--- src/rtl/mem_stage_pkg.sv ---
// Shared definitions for the MEM-stage controller.
//   state_t          : 2-bit FSM encoding (IDLE/BUSY/DONE/HALTED)
//   TIMEOUT_DEFAULT  : default number of BUSY cycles before a request is abandoned
//   is_misaligned()  : 16-bit accesses must sit on even addresses
package mem_stage_pkg;

  localparam int unsigned DATA_W = 16;
  localparam int unsigned CTR_W  = 8;

  localparam logic [CTR_W-1:0] TIMEOUT_DEFAULT = 8'd255;

  typedef enum logic [1:0] {
    ST_IDLE   = 2'b00,
    ST_BUSY   = 2'b01,
    ST_DONE   = 2'b10,
    ST_HALTED = 2'b11
  } state_t;

  function automatic logic is_misaligned(input logic [DATA_W-1:0] addr);
    return addr[0];
  endfunction

endpackage

--- src/rtl/dff.sv ---
// Generic register cell with asynchronous active-low reset to zero.
//   clk   : clock
//   rst_n : asynchronous reset, active low
//   d / q : W-bit data in / registered out
module dff #(
  parameter int unsigned W = 1
) (
  input  logic         clk,
  input  logic         rst_n,
  input  logic [W-1:0] d,
  output logic [W-1:0] q
);

  always_ff @(posedge clk or negedge rst_n) begin
    if (!rst_n) q <= '0;
    else        q <= d;
  end

endmodule

--- src/rtl/mem_timeout_ctr.sv ---
// BUSY wait counter for the MEM-stage controller.
//   clr   : force count to zero (held while not waiting)
//   en    : count one waiting cycle
//   tc_o  : the current cycle is the TIMEOUT-th waiting cycle
// count_q holds the number of waiting cycles already completed, so the
// terminal compare is against TIMEOUT-1: tc_o rises during the cycle in
// which the wait reaches TIMEOUT cycles.
module mem_timeout_ctr
  import mem_stage_pkg::*;
#(
  parameter logic [CTR_W-1:0] TIMEOUT = TIMEOUT_DEFAULT
) (
  input  logic clk,
  input  logic rst_n,
  input  logic clr,
  input  logic en,
  output logic tc_o
);

  localparam logic [CTR_W-1:0] TC_VAL = TIMEOUT - CTR_W'(1);

  logic [CTR_W-1:0] count_d;
  logic [CTR_W-1:0] count_q;

  always_comb begin
    count_d = count_q;
    if (clr)     count_d = '0;
    else if (en) count_d = count_q + CTR_W'(1);
  end

  dff #(.W(CTR_W)) u_count_q (
    .clk   (clk),
    .rst_n (rst_n),
    .d     (count_d),
    .q     (count_q)
  );

  assign tc_o = (count_q == TC_VAL);

endmodule

--- src/rtl/mem_stage_ctrl.sv ---
// MEM pipeline-stage controller: passes ALU results through with zero
// latency, sequences aligned loads/stores against a memory that answers
// with a single-cycle mem_done pulse, flags misaligned accesses and
// timeouts, and parks in HALTED after a halt instruction.
//   clk, rst                         : clock, async active-low reset
//   in_valid, mem_read, mem_write,
//   halt, address, write_data        : EX/MEM stage inputs
//   mem_rdata, mem_done              : memory response
//   mem_addr, mem_wdata, mem_rd,
//   mem_wr                           : memory request (BUSY only)
//   stall_o                          : freeze upstream stages
//   out_valid, data_read, address_o,
//   excp_o                           : result toward MEM/WB register
//   halted_o                         : core halted until reset
//
// state  | meaning
// IDLE   | accept next instruction; ALU/misaligned/halt answer same cycle
// BUSY   | memory request outstanding, waiting for mem_done or timeout
// DONE   | one-cycle result presentation of the finished memory op
// HALTED | halt retired; stall forever until reset
module mem_stage_ctrl
  import mem_stage_pkg::*;
#(
  parameter logic [CTR_W-1:0] TIMEOUT = TIMEOUT_DEFAULT
) (
  input  logic              clk,
  input  logic              rst,
  input  logic              in_valid,
  input  logic              mem_read,
  input  logic              mem_write,
  input  logic              halt,
  input  logic [DATA_W-1:0] address,
  input  logic [DATA_W-1:0] write_data,
  input  logic [DATA_W-1:0] mem_rdata,
  input  logic              mem_done,
  output logic [DATA_W-1:0] mem_addr,
  output logic [DATA_W-1:0] mem_wdata,
  output logic              mem_rd,
  output logic              mem_wr,
  output logic              stall_o,
  output logic              out_valid,
  output logic [DATA_W-1:0] data_read,
  output logic [DATA_W-1:0] address_o,
  output logic              excp_o,
  output logic              halted_o
);

  state_t            state_d, state_q;
  logic [1:0]        state_bits_q;
  logic [DATA_W-1:0] addr_d, addr_q;
  logic [DATA_W-1:0] wdata_d, wdata_q;
  logic [DATA_W-1:0] rdata_d, rdata_q;
  logic              op_rd_d, op_rd_q;
  logic              op_wr_d, op_wr_q;
  logic              excp_d, excp_q;
  logic              timeout_tc;
  logic              is_mem_op;
  logic              issue;
  logic              busy_exit;

  assign is_mem_op = mem_read | mem_write;

  // ---------------- state register ----------------
  dff #(.W(2)) u_state_q (
    .clk   (clk),
    .rst_n (rst),
    .d     (state_d),
    .q     (state_bits_q)
  );
  assign state_q = state_t'(state_bits_q);

  // ---------------- next-state logic ----------------
  always_comb begin
    state_d = state_q;
    case (state_q)
      ST_IDLE: begin
        if (in_valid) begin
          // halt takes priority over any memory op on the same instruction
          if (halt)                                          state_d = ST_HALTED;
          else if (is_mem_op && !is_misaligned(address))     state_d = ST_BUSY;
        end
      end
      ST_BUSY:   if (mem_done || timeout_tc) state_d = ST_DONE;
      ST_DONE:   state_d = ST_IDLE;
      ST_HALTED: state_d = ST_HALTED;
      default:   state_d = ST_IDLE;
    endcase
  end

  assign issue     = (state_q == ST_IDLE) && (state_d == ST_BUSY);
  assign busy_exit = (state_q == ST_BUSY) && (state_d == ST_DONE);

  // ---------------- latched request / result ----------------
  always_comb begin
    addr_d  = addr_q;
    wdata_d = wdata_q;
    rdata_d = rdata_q;
    op_rd_d = op_rd_q;
    op_wr_d = op_wr_q;
    excp_d  = excp_q;
    if (issue) begin
      addr_d  = address;
      wdata_d = write_data;
      // read+write together is a store
      op_wr_d = mem_write;
      op_rd_d = mem_read & ~mem_write;
      rdata_d = '0;
      excp_d  = 1'b0;
    end
    if (busy_exit) begin
      // mem_done beats a simultaneous timeout
      if (mem_done) begin
        rdata_d = op_wr_q ? '0 : mem_rdata;
        excp_d  = 1'b0;
      end else begin
        rdata_d = '0;
        excp_d  = 1'b1;
      end
    end
  end

  dff #(.W(DATA_W)) u_addr_q  (.clk(clk), .rst_n(rst), .d(addr_d),  .q(addr_q));
  dff #(.W(DATA_W)) u_wdata_q (.clk(clk), .rst_n(rst), .d(wdata_d), .q(wdata_q));
  dff #(.W(DATA_W)) u_rdata_q (.clk(clk), .rst_n(rst), .d(rdata_d), .q(rdata_q));
  dff #(.W(1))      u_op_rd_q (.clk(clk), .rst_n(rst), .d(op_rd_d), .q(op_rd_q));
  dff #(.W(1))      u_op_wr_q (.clk(clk), .rst_n(rst), .d(op_wr_d), .q(op_wr_q));
  dff #(.W(1))      u_excp_q  (.clk(clk), .rst_n(rst), .d(excp_d),  .q(excp_q));

  // ---------------- wait counter ----------------
  mem_timeout_ctr #(.TIMEOUT(TIMEOUT)) u_timeout_ctr (
    .clk   (clk),
    .rst_n (rst),
    .clr   (state_q != ST_BUSY),
    .en    (state_q == ST_BUSY),
    .tc_o  (timeout_tc)
  );

  // ---------------- outputs ----------------
  // IDLE responses are combinational from the stage inputs, so everything
  // is additionally gated by rst to hold all outputs low during reset.
  always_comb begin
    mem_addr  = '0;
    mem_wdata = '0;
    mem_rd    = 1'b0;
    mem_wr    = 1'b0;
    stall_o   = 1'b0;
    out_valid = 1'b0;
    data_read = '0;
    address_o = '0;
    excp_o    = 1'b0;
    halted_o  = 1'b0;
    if (rst) begin
      case (state_q)
        ST_IDLE: begin
          if (in_valid) begin
            if (halt) begin
              out_valid = 1'b1;
              address_o = address;
            end else if (is_mem_op) begin
              if (is_misaligned(address)) begin
                out_valid = 1'b1;
                excp_o    = 1'b1;
                address_o = address;
              end else begin
                stall_o   = 1'b1;
              end
            end else begin
              out_valid = 1'b1;
              address_o = address;
            end
          end
        end
        ST_BUSY: begin
          stall_o   = 1'b1;
          mem_rd    = op_rd_q;
          mem_wr    = op_wr_q;
          mem_addr  = addr_q;
          mem_wdata = wdata_q;
        end
        ST_DONE: begin
          out_valid = 1'b1;
          data_read = rdata_q;
          address_o = addr_q;
          excp_o    = excp_q;
        end
        ST_HALTED: begin
          stall_o  = 1'b1;
          halted_o = 1'b1;
        end
        default: ;
      endcase
    end
  end

endmodule

--- config.mk ---
export PLATFORM = sky130hd
export DESIGN_NAME = mem_stage_ctrl
export DESIGN_NICKNAME = d
export VERILOG_FILES = /design/src/rtl/mem_stage_pkg.sv /design/src/rtl/dff.sv /design/src/rtl/mem_timeout_ctr.sv /design/src/rtl/mem_stage_ctrl.sv
export SDC_FILE = /design/constraint.sdc
export NUM_CORES = 1
export LEC_CHECK = 0
export CORE_ASPECT_RATIO = 1.5
export CORE_MARGIN = 1
export CORE_UTILIZATION = 45
export DETAILED_ROUTE_END_ITERATION = 16
export MAX_ROUTING_LAYER = met4
export PLACE_DENSITY = 0.88
export SLEW_MARGIN = 40
export SYNTH_ARGS = -nofsm -noshare
export SYNTH_HDL_FRONTEND = slang
export SYNTH_SLANG_ARGS = --single-unit
--- constraint.sdc ---
create_clock -name clk -period 3.04 [get_ports clk]
set_clock_uncertainty 0.15 [all_clocks]
set_input_delay 0.608 -clock clk [delete_from_list [all_inputs] [get_ports clk]]
set_output_delay 0.608 -clock clk [all_outputs]
set_load 0.02 [all_outputs]
==> flow_summary.toml <==
[synth]
synth_area_leader_cell = "dfrtp_1"
syn-num-nets = 390
ys_types = 39
ys.flop_type = "dfrtp_1"
netlist_instances = 333
synth-warning-count = 0
ys_seq_area_frac = 0.467
syn-mean-instance-area_sq_um = 9.81
yosysMostFrequentCell = "dfrtp_1"
ys_ff_latch = 61
synth_common_cells = "dfrtp_1 (61), and3_1 (53), nand2_1 (50)"
netlist_area_sq_mm = 0.00327
synth_edf_count = 0
async_flop_share = 1.00
ys_top_cells_by_area = "dfrtp_1 (47%), mux2_2 (10%), and3_1 (10%)"
yosys.area.top_type_share = 0.467

[clock_network]
cts.sinks = 61
clk_latency_ns = 0.33
clock_path_buffers = 2
clkTransAtPathRegs_ns = 0.07
numCtsBuffers = 9
h-tree-depth = 3
root_buffer = "clkbuf_8"
hold_buffers = 0
cts_setup_buffers = 0
cts_tree = "built"

[critical_path]
critical_path_arrival_ns = 2.21
reg2reg_slack_ns = 0.93
cpPeakStageDelay_ns = 0.51
crit_family = "buffers and inverters"
worstPathRequired_ns = 2.28
slowest_stage = "clkdlybuf4s50_1"
critPathLaunchType = "primary input"
cp_cell_sequence = "clkdlybuf4s50_1 -> nor3b_2 -> buf_4 -> o211ai_1 -> a21oi_1 -> dlygate4sd2_1"
cp_max_fo = 9
crit_type = "in -> out"
crit_buf_inv = 3
critPathCaptureType = "primary output"

[drt]
postRouteAntennaNets = 0
vias = 3061
drc_errors = 0
wl_mm = 8.72
vias_per_cell = 5.65
dr.pass1.iters = 4
wl_per_cell_um = 16.1
drt_iter0_drc = 202

[final_layout]
multi_input_area_sq_mm = 0.00158
drive_gt1_frac = 0.164
ff_latch_area_sq_mm = 0.00153
nNetsFinal = 516
num_antenna_cells = 0
fill_cells = 529
area.growth.synth_to_final_pct = 49.5

[timing]
slew_viol_final = 0
clock.fmax_ghz = 0.336
rsz0062_at_grt = "no"
final_hold_viol_count = 0
fin_crit_ns = 2.97
holdWs_ns = 0.149
tightestPinTransition_ns = 0.661
fin_crit_sh = 0.978
slew_headroom = 0.558
setup_viol = 0

[grt]
grt_overflow = 0
antenna_found_initial = 0
grt.total_usage = 0.246
grt_pass1_wl_mm = 14.3
grt_max_degree = 58
grt_pass1_vias = 3031

[floorplan]
die_area_sq_mm = 0.00761
num_io_pins = 125
die_w_um = 71.6
fp.coreArea_sq_mm = 0.00694
floorplan.initialDensity = 0.470
row_count = 37
die_h_um = 106

[power]
power_mw = 3.65
powerDensity_mw_per_mm2 = 748
cellLeakagePower_nw = 2.23
peakVddDrop_mv = 0.525

[hold_path]
hp-class = "in -> async"

[place]
gp_congestion = 0.822
detailed_place_hpwl_mm = 6.23
port_buffers = 124

[outcome]
status = "complete, no violations"

[flow_run]
max_cap_viol_count = 0
path summary, 6_finish.rpt:
path / start / to / cells past startpoint
setup / recovery: in_valid / address_o[1] / 6
hold / removal: rst / u_state_q.q[1] / 2
setup reg to reg: u_state_q.q[0] / u_addr_q.q[8] / 5
hold reg to reg: u_wdata_q.q[7] / u_wdata_q.q[7] / 1
max in group asynchronous: rst / u_excp_q.q / 2
min in group clk: u_wdata_q.q[7] / u_wdata_q.q[7] / 1
metrics by stage:
stage          cell area, sq um  utilization  TNS, ns  std cells  setup WS (ns)
3_5_place_dp               4660        0.671    -2.87        526         -0.361
6_report                   4880        0.703        0        542         0.0673
5_1_grt                    4880        0.703        0        542       0.000274
3_3_place_gp               4660        0.671    -2.37        526         -0.354
2_1_floorplan              3270            -        0        333          0.449
4_1_cts                    4880        0.703        0        542         0.0196
kinds of logic (layout without fill, tap and decap cells):
kind of cell / Yosys count / count (layout) / synth area share
AND/OR/NAND/NOR: 132 / 132 / 0.217
flip-flops: 61 / 61 / 0.467
buffers and inverters: 36 / 167 / 0.0540
adder cells (fa/ha/maj): 2 / 2 / 0.00766
multiplexers: 33 / 33 / 0.113
AO/OA/AOI/OAI: 66 / 66 / 0.132
XOR/XNOR: 3 / 3 / 0.00805
flip-flops by register name, indices dropped and copies added (netlist names):
signal,flops
u_addr_q.q,16
u_rdata_q.q,16
u_wdata_q.q,16
u_timeout_ctr.u_count_q.q,8
u_state_q.q,2
u_excp_q.q,1
u_op_rd_q.q,1
u_op_wr_q.q,1
what timing repair did:
action | in CTS | in global routing
endpoints found under the setup margin | 18 | 5
gates resized for setup | 22 | 6
cloned | 0 | 0
area by class of cell:
type                            instances  area share
Tap cell                               78      0.0200
Inverter                                5     0.00384
Multi-Input combinational cell        236       0.324
Clock buffer                           12      0.0297
Timing Repair Buffer                  146       0.290
Clock inverter                          4      0.0195
Sequential cell                        61       0.313
layout by cell type (no fill, tap or decap), types with 2 or more instances in the layout:
cell type	instances
clkbuf_8	10
o21a_1	2
clkdlybuf4s15_1	3
a21oi_1	23
clkdlybuf4s50_1	104
mux2_1	2
xor2_1	2
o211ai_1	15
nand3_1	5
and3_1	53
nor2_1	6
buf_12	3
dlygate4sd2_1	13
nand2_1	50
clkbuf_1	2
dfrtp_1	61
bufinv_16	3
o21ai_0	4
buf_4	20
o31ai_1	17
mux2_2	30
inv_1	5
nor2b_1	4
or3_1	4
ha_1	2
metal layers:
layer | share of wire | wire, um | track usage
met5 | 0 | 0 | -
met4 | 0.012 | 106 | 0.0644
met3 | 0.070 | 610 | 0.0701
met2 | 0.53 | 4610 | 0.425
met1 | 0.39 | 3390 | 0.277
report_power, final:
| part | internal, mW | switching, mW |
|---|---|---|
| Combinational | 0.709 | 0.763 |
| Sequential | 1.13 | 0.175 |
| Clock | 0.567 | 0.310 |
| Total | 2.41 | 1.25 |
(Power assumes the default switching activity.)
==> RTL change 1, RTL diff (config.mk and constraints unchanged) <==
Reset style: synchronous (`rst_n`), changed in one clocked block. Comments in the files are not updated.
--- a/src/rtl/dff.sv
+++ b/src/rtl/dff.sv
@@ -11,7 +11,7 @@
   output logic [W-1:0] q
 );
 
-  always_ff @(posedge clk or negedge rst_n) begin
+  always_ff @(posedge clk) begin
     if (!rst_n) q <= '0;
     else        q <= d;
   end
Behaviour: same outputs for any inputs over 4 cycles, from zero or initial values and one cycle with rst low; that may be too few to reach the edited logic, so the function may still have changed.
==> RTL change 1 against the unedited design <==
  * Synthesized area is 15% lower
  * Design area is 11% lower
  * Die area is 15% lower
  * Wire length is 4.1% lower
  * Worst setup slack worse by 0.027 ns
  * First-iteration DRC count is 25% lower
  * Highest routed layer unchanged
  * Critical path type unchanged
  * Sequential cell count stayed put
Power is not compared: it rests on default switching activity, and its combinational part moved more than twofold at a synthesized area within 25%.
==> RTL change 1: results (changes against the unedited design) <==
drive_gt1_share_pct: 8.26  # -8.1 points
r2r_cells: 6  # +1
synth_xor_area_share_pct: 1.89  # +1.1 points
inverters: 3  # -2
met3_length_um: 396  # -35%
wire_per_inst_um: 15.4  # -4.5%
outcome: "completed"
buffer_area_share_pct: 31.8  # +2.7 points
clock_area_share_pct: 4.61  # -0.31 points
synth-compound-area-share_pct: 18.8  # +5.6 points
netlist_top_cells_count: "nand2_1 (69), dfxtp_1 (61), and3_1 (54)"
tightest_slew_ns: 0.381  # -0.279 ns
gr-usage-met3_pct: 5.26  # -1.8 points
nFillCells: 435  # -18%
ys_seq_area_share_pct: 44.0  # -2.7 points
crit_path_max_incr_delay_ns: 0.66  # +0.15 ns
crit_start: "rst"
netlist_instances: 344  # +3.3%
arrival_ns: 2.24  # +0.03 ns
drt-initial-drc-count: 152  # -25%
use_met2_pct: 47.6  # +5.1 points
seq_share_pct: 28.1  # -3.1 points
flops_and_latches: 61  # unchanged
grt_max_degree: 56  # -3.4%
reg2reg_to: "u_rdata_q.q[13]"
r2r_start: "u_state_q.q[0]"
final.clkbuf_count: 10  # -2
synth-adder-area-share_pct: 0.902  # +0.14 points
dp_hpwl_um: 5710  # -8.4%
met2_length_um: 4550  # -1.2%
multi_input_area_um2: 1440  # -8.9%
## RTL change 1: changes by cell type after synthesis, sizes merged, moves of 10 or more
cell | unedited run | this run
dfrtp | 61 | 0
dfxtp | 0 | 61
mux2 | 32 | 0
nor2 | 6 | 30
nand2 | 50 | 69
o31ai | 17 | 0
a22o | 0 | 16
a21oi | 23 | 38
a22oi | 1 | 16
o211ai | 15 | 0
buf | 13 | 3
## RTL change 1: stage by stage
step / worst slack (ns) / util [%] / total power [uW] / cell area [um2]
after floorplan: 0.455 / - / 977 / 2780
after global placement: -0.119 / 70.9 / 1130 / 4160
after detailed placement: -0.177 / 70.9 / 1130 / 4160
after CTS: 0.0394 / 74.0 / 1840 / 4340
after global routing: 0.0128 / 74.0 / 1900 / 4350
final: 0.0408 / 74.0 / 1820 / 4350
## RTL change 1: critical path, delay by kind of cell
family	cells	cell delay [ns]
and+or+nand+nor	1	0.19
buffers and inverters	3	1.43
==> RTL change 2, RTL diff (same settings) <==
Made on the original files. The package constant `DATA_W` goes from 16 to 14.
--- a/src/rtl/mem_stage_pkg.sv
+++ b/src/rtl/mem_stage_pkg.sv
@@ -4,7 +4,7 @@
 //   is_misaligned()  : 16-bit accesses must sit on even addresses
 package mem_stage_pkg;
 
-  localparam int unsigned DATA_W = 16;
+  localparam int unsigned DATA_W = 14;
   localparam int unsigned CTR_W  = 8;
 
   localparam logic [CTR_W-1:0] TIMEOUT_DEFAULT = 8'd255;
Ports: changed (7 resized); port bits go from 125 to 111. No check against the original RTL was run, so the function may have changed too.
==> RTL change 2 against the unedited design <==
  * Global-route usage increased by 1.1 points
  * Non-clock buffer count decreased by 13
  * Register-to-register slack improved by 0.03 ns
  * Die area decreased by 10%
  * Hold slack improved by 0.044 ns
  * Sequential cell count decreased by 6
  * Worst setup slack improved by 0.017 ns
  * Highest routed layer unchanged
  * Wire length decreased by 8.7%
  * Design area decreased by 12%
  * Synthesized area decreased by 11%
Power is not compared: it rests on default switching activity, and its combinational part moved more than twofold at a synthesized area within 25%.
==> RTL change 2: results (changes against the unedited design) <==
synth_mux_area_share_pct: 11.2  # -0.19 points
grt_first_pass_wirelength_um: 12900  # -9.6%
hold_class: "input pin to async pin"
synth-compound-area-share_pct: 13.5  # +0.25 points
crit_path_max_incr_delay_ns: 0.49  # -0.02 ns
dr.pass1.iters: 4  # unchanged
dp_cells: 482  # -8.4%
ys_seq_area_share_pct: 47.2  # +0.45 points
arrival_ns: 2.20
wire_per_inst_um: 16.2  # +0.95%
antenna_cells: 0  # unchanged
critPathTopFamily: "simple AND/OR/NAND/NOR gates"
synth_cell_type_count: 37  # -5.1%
drt-initial-drc-count: 101  # -50%
crit_fanout: 3  # -6
relSlewSlack_pct: 63.0  # +7.2 points
antenna_found_initial: 0  # unchanged
vias: 2725  # -11%
layout.nets: 466  # -9.7%
clock_latency_ns: 0.30  # -0.03 ns
synth_xor_area_share_pct: 0.901  # +0.096 points
cts-root-buf: "clkbuf_8"
gp_congestion: 0.846  # +3.0%
netlist_top_cells_count: "dfrtp_1 (55), nand2_1 (47), and3_1 (43)"
power.leakage_uw: 0.00199
port_buffers: 110  # -11%
drive_gt1_share_pct: 15.9  # -0.51 points
overflow: 0  # unchanged
cts.path.max_buffers: 2  # unchanged
drt-total-wl_um: 7950  # -8.7%
place_area_um2: 4210  # -9.6%
clkSlewWorstSetupHoldPaths_ns: 0.09  # +0.02 ns
htreeDepth: 2  # -1
switching_share_pct: 21.3
syn_avg_cell_area_um2: 9.79  # -0.20%
grt_pass1_vias: 2842  # -6.2%
track_usage_pct: 25.6  # +1.1 points
synth-adder-area-share_pct: 0.858  # +0.092 points
outcome: "completed"
synth_area_leaders: "dfrtp_1 (47%), mux2_2 (10%), and3_1 (9.2%), nand2_1 (6.0%), o31ai_1 (4.1%)"
numCtsBuffers: 5  # -4
ir_drop_mv: 0.263
dp_hpwl_um: 6030  # -3.3%
cp_slowest_cell: "clkdlybuf4s50_1"
reg.largest.list: "u_addr_q.q x14, u_rdata_q.q x14, u_wdata_q.q x14"
postCtsSetupBuffers: 0  # unchanged
synth-warning-count: 0  # unchanged
async_reset_ff_share_pct: 100  # unchanged
syn-num-nets: 349  # -11%
grt_max_degree: 40  # -31%
==> RTL change 2: cell types whose count changed after synthesis, moves of 3 or more <==
cell,change
a21oi_1,-4
and3_1,-10
buf_1,-3
buf_2,-4
dfrtp_1,-6
mux2_2,-3
nand2_1,-3
nor3_1,+3
==> RTL change 2: area by class of cell <==
class / count / area, um2
sequential: 55 / 1380
clock buffer: 8 / 100
tap: 74 / 92.6
fill: 518 / 1910
multi-input combinational: 214 / 1420
timing repair buffer: 133 / 1290
inverter: 6 / 22.5
==> RTL change 2: cells by family (layout without fill, tap and decap cells) <==
family | after synthesis | after routing
AOI/OAI and AO/OA | 59 | 59
xor gates and xnor gates | 3 | 3
adders and majority gates | 2 | 2
buffers and inverters | 29 | 147
DFF | 55 | 55
muxes | 29 | 29
and+or+nand+nor | 121 | 121
==> RTL change 2: per-stage QoR <==
stage | util (%) | setup WS, ns
finish | 69.2 | 0.0843
global route | 69.2 | 0.00294
CTS | 69.1 | 0.00761
detailed placement | 67.7 | -0.366
global placement | 67.7 | -0.300
floorplan | - | 0.445
==> RTL change 2: worst reg2reg max path: stages (launching register included) <==
cell     delay [ns]
dfrtp_1        0.39
or3b_4         0.40
buf_4          0.16
nor3_4         0.22
buf_4          0.29
mux2_2         0.37
==> RTL change 2: timing repair <==
item | in CTS | in global routing
pin swaps | 0 | 0
setup endpoints to repair | 17 | 6
resized for setup | 20 | 8
==> RTL change 2: routing by layer <==
| layer | wire length, um | vias to the layer above | GRT usage, % | share of wire (%) |
|---|---|---|---|---|
| met5 | 0 | - | - | 0 |
| met4 | 181 | 0 | 8.51 | 2.3 |
| met3 | 395 | 18 | 4.30 | 5.0 |
| met2 | 4310 | 105 | 44.6 | 54 |
| met1 | 3070 | 1312 | 28.9 | 39 |
| li1 | - | 1290 | - | - |
==> RTL change 2: worst paths after layout <==
path | startpoint | end | slack [ns] | cells after the start
worst max-delay path | in_valid | excp_o | 0.08 | 5
worst min-delay path | rst | u_wdata_q.q[8] | 0.19 | 2
worst max register to register | u_state_q.q[1] | u_addr_q.q[4] | 0.96 | 5
worst min register to register | u_wdata_q.q[10] | u_wdata_q.q[10] | 0.36 | 1
max in group asynchronous | rst | u_excp_q.q | 2.24 | 2
min in group clk | u_wdata_q.q[10] | u_wdata_q.q[10] | 0.36 | 1
==> RTL change 2: power groups by stage <==
stage	clock (uW)	combinational (uW)	sequential, uW
global route	466	138	746
global placement	0	124	758
detailed placement	0	128	759
CTS	445	130	745
floorplan	0	26.0	757
finish	430	129	745
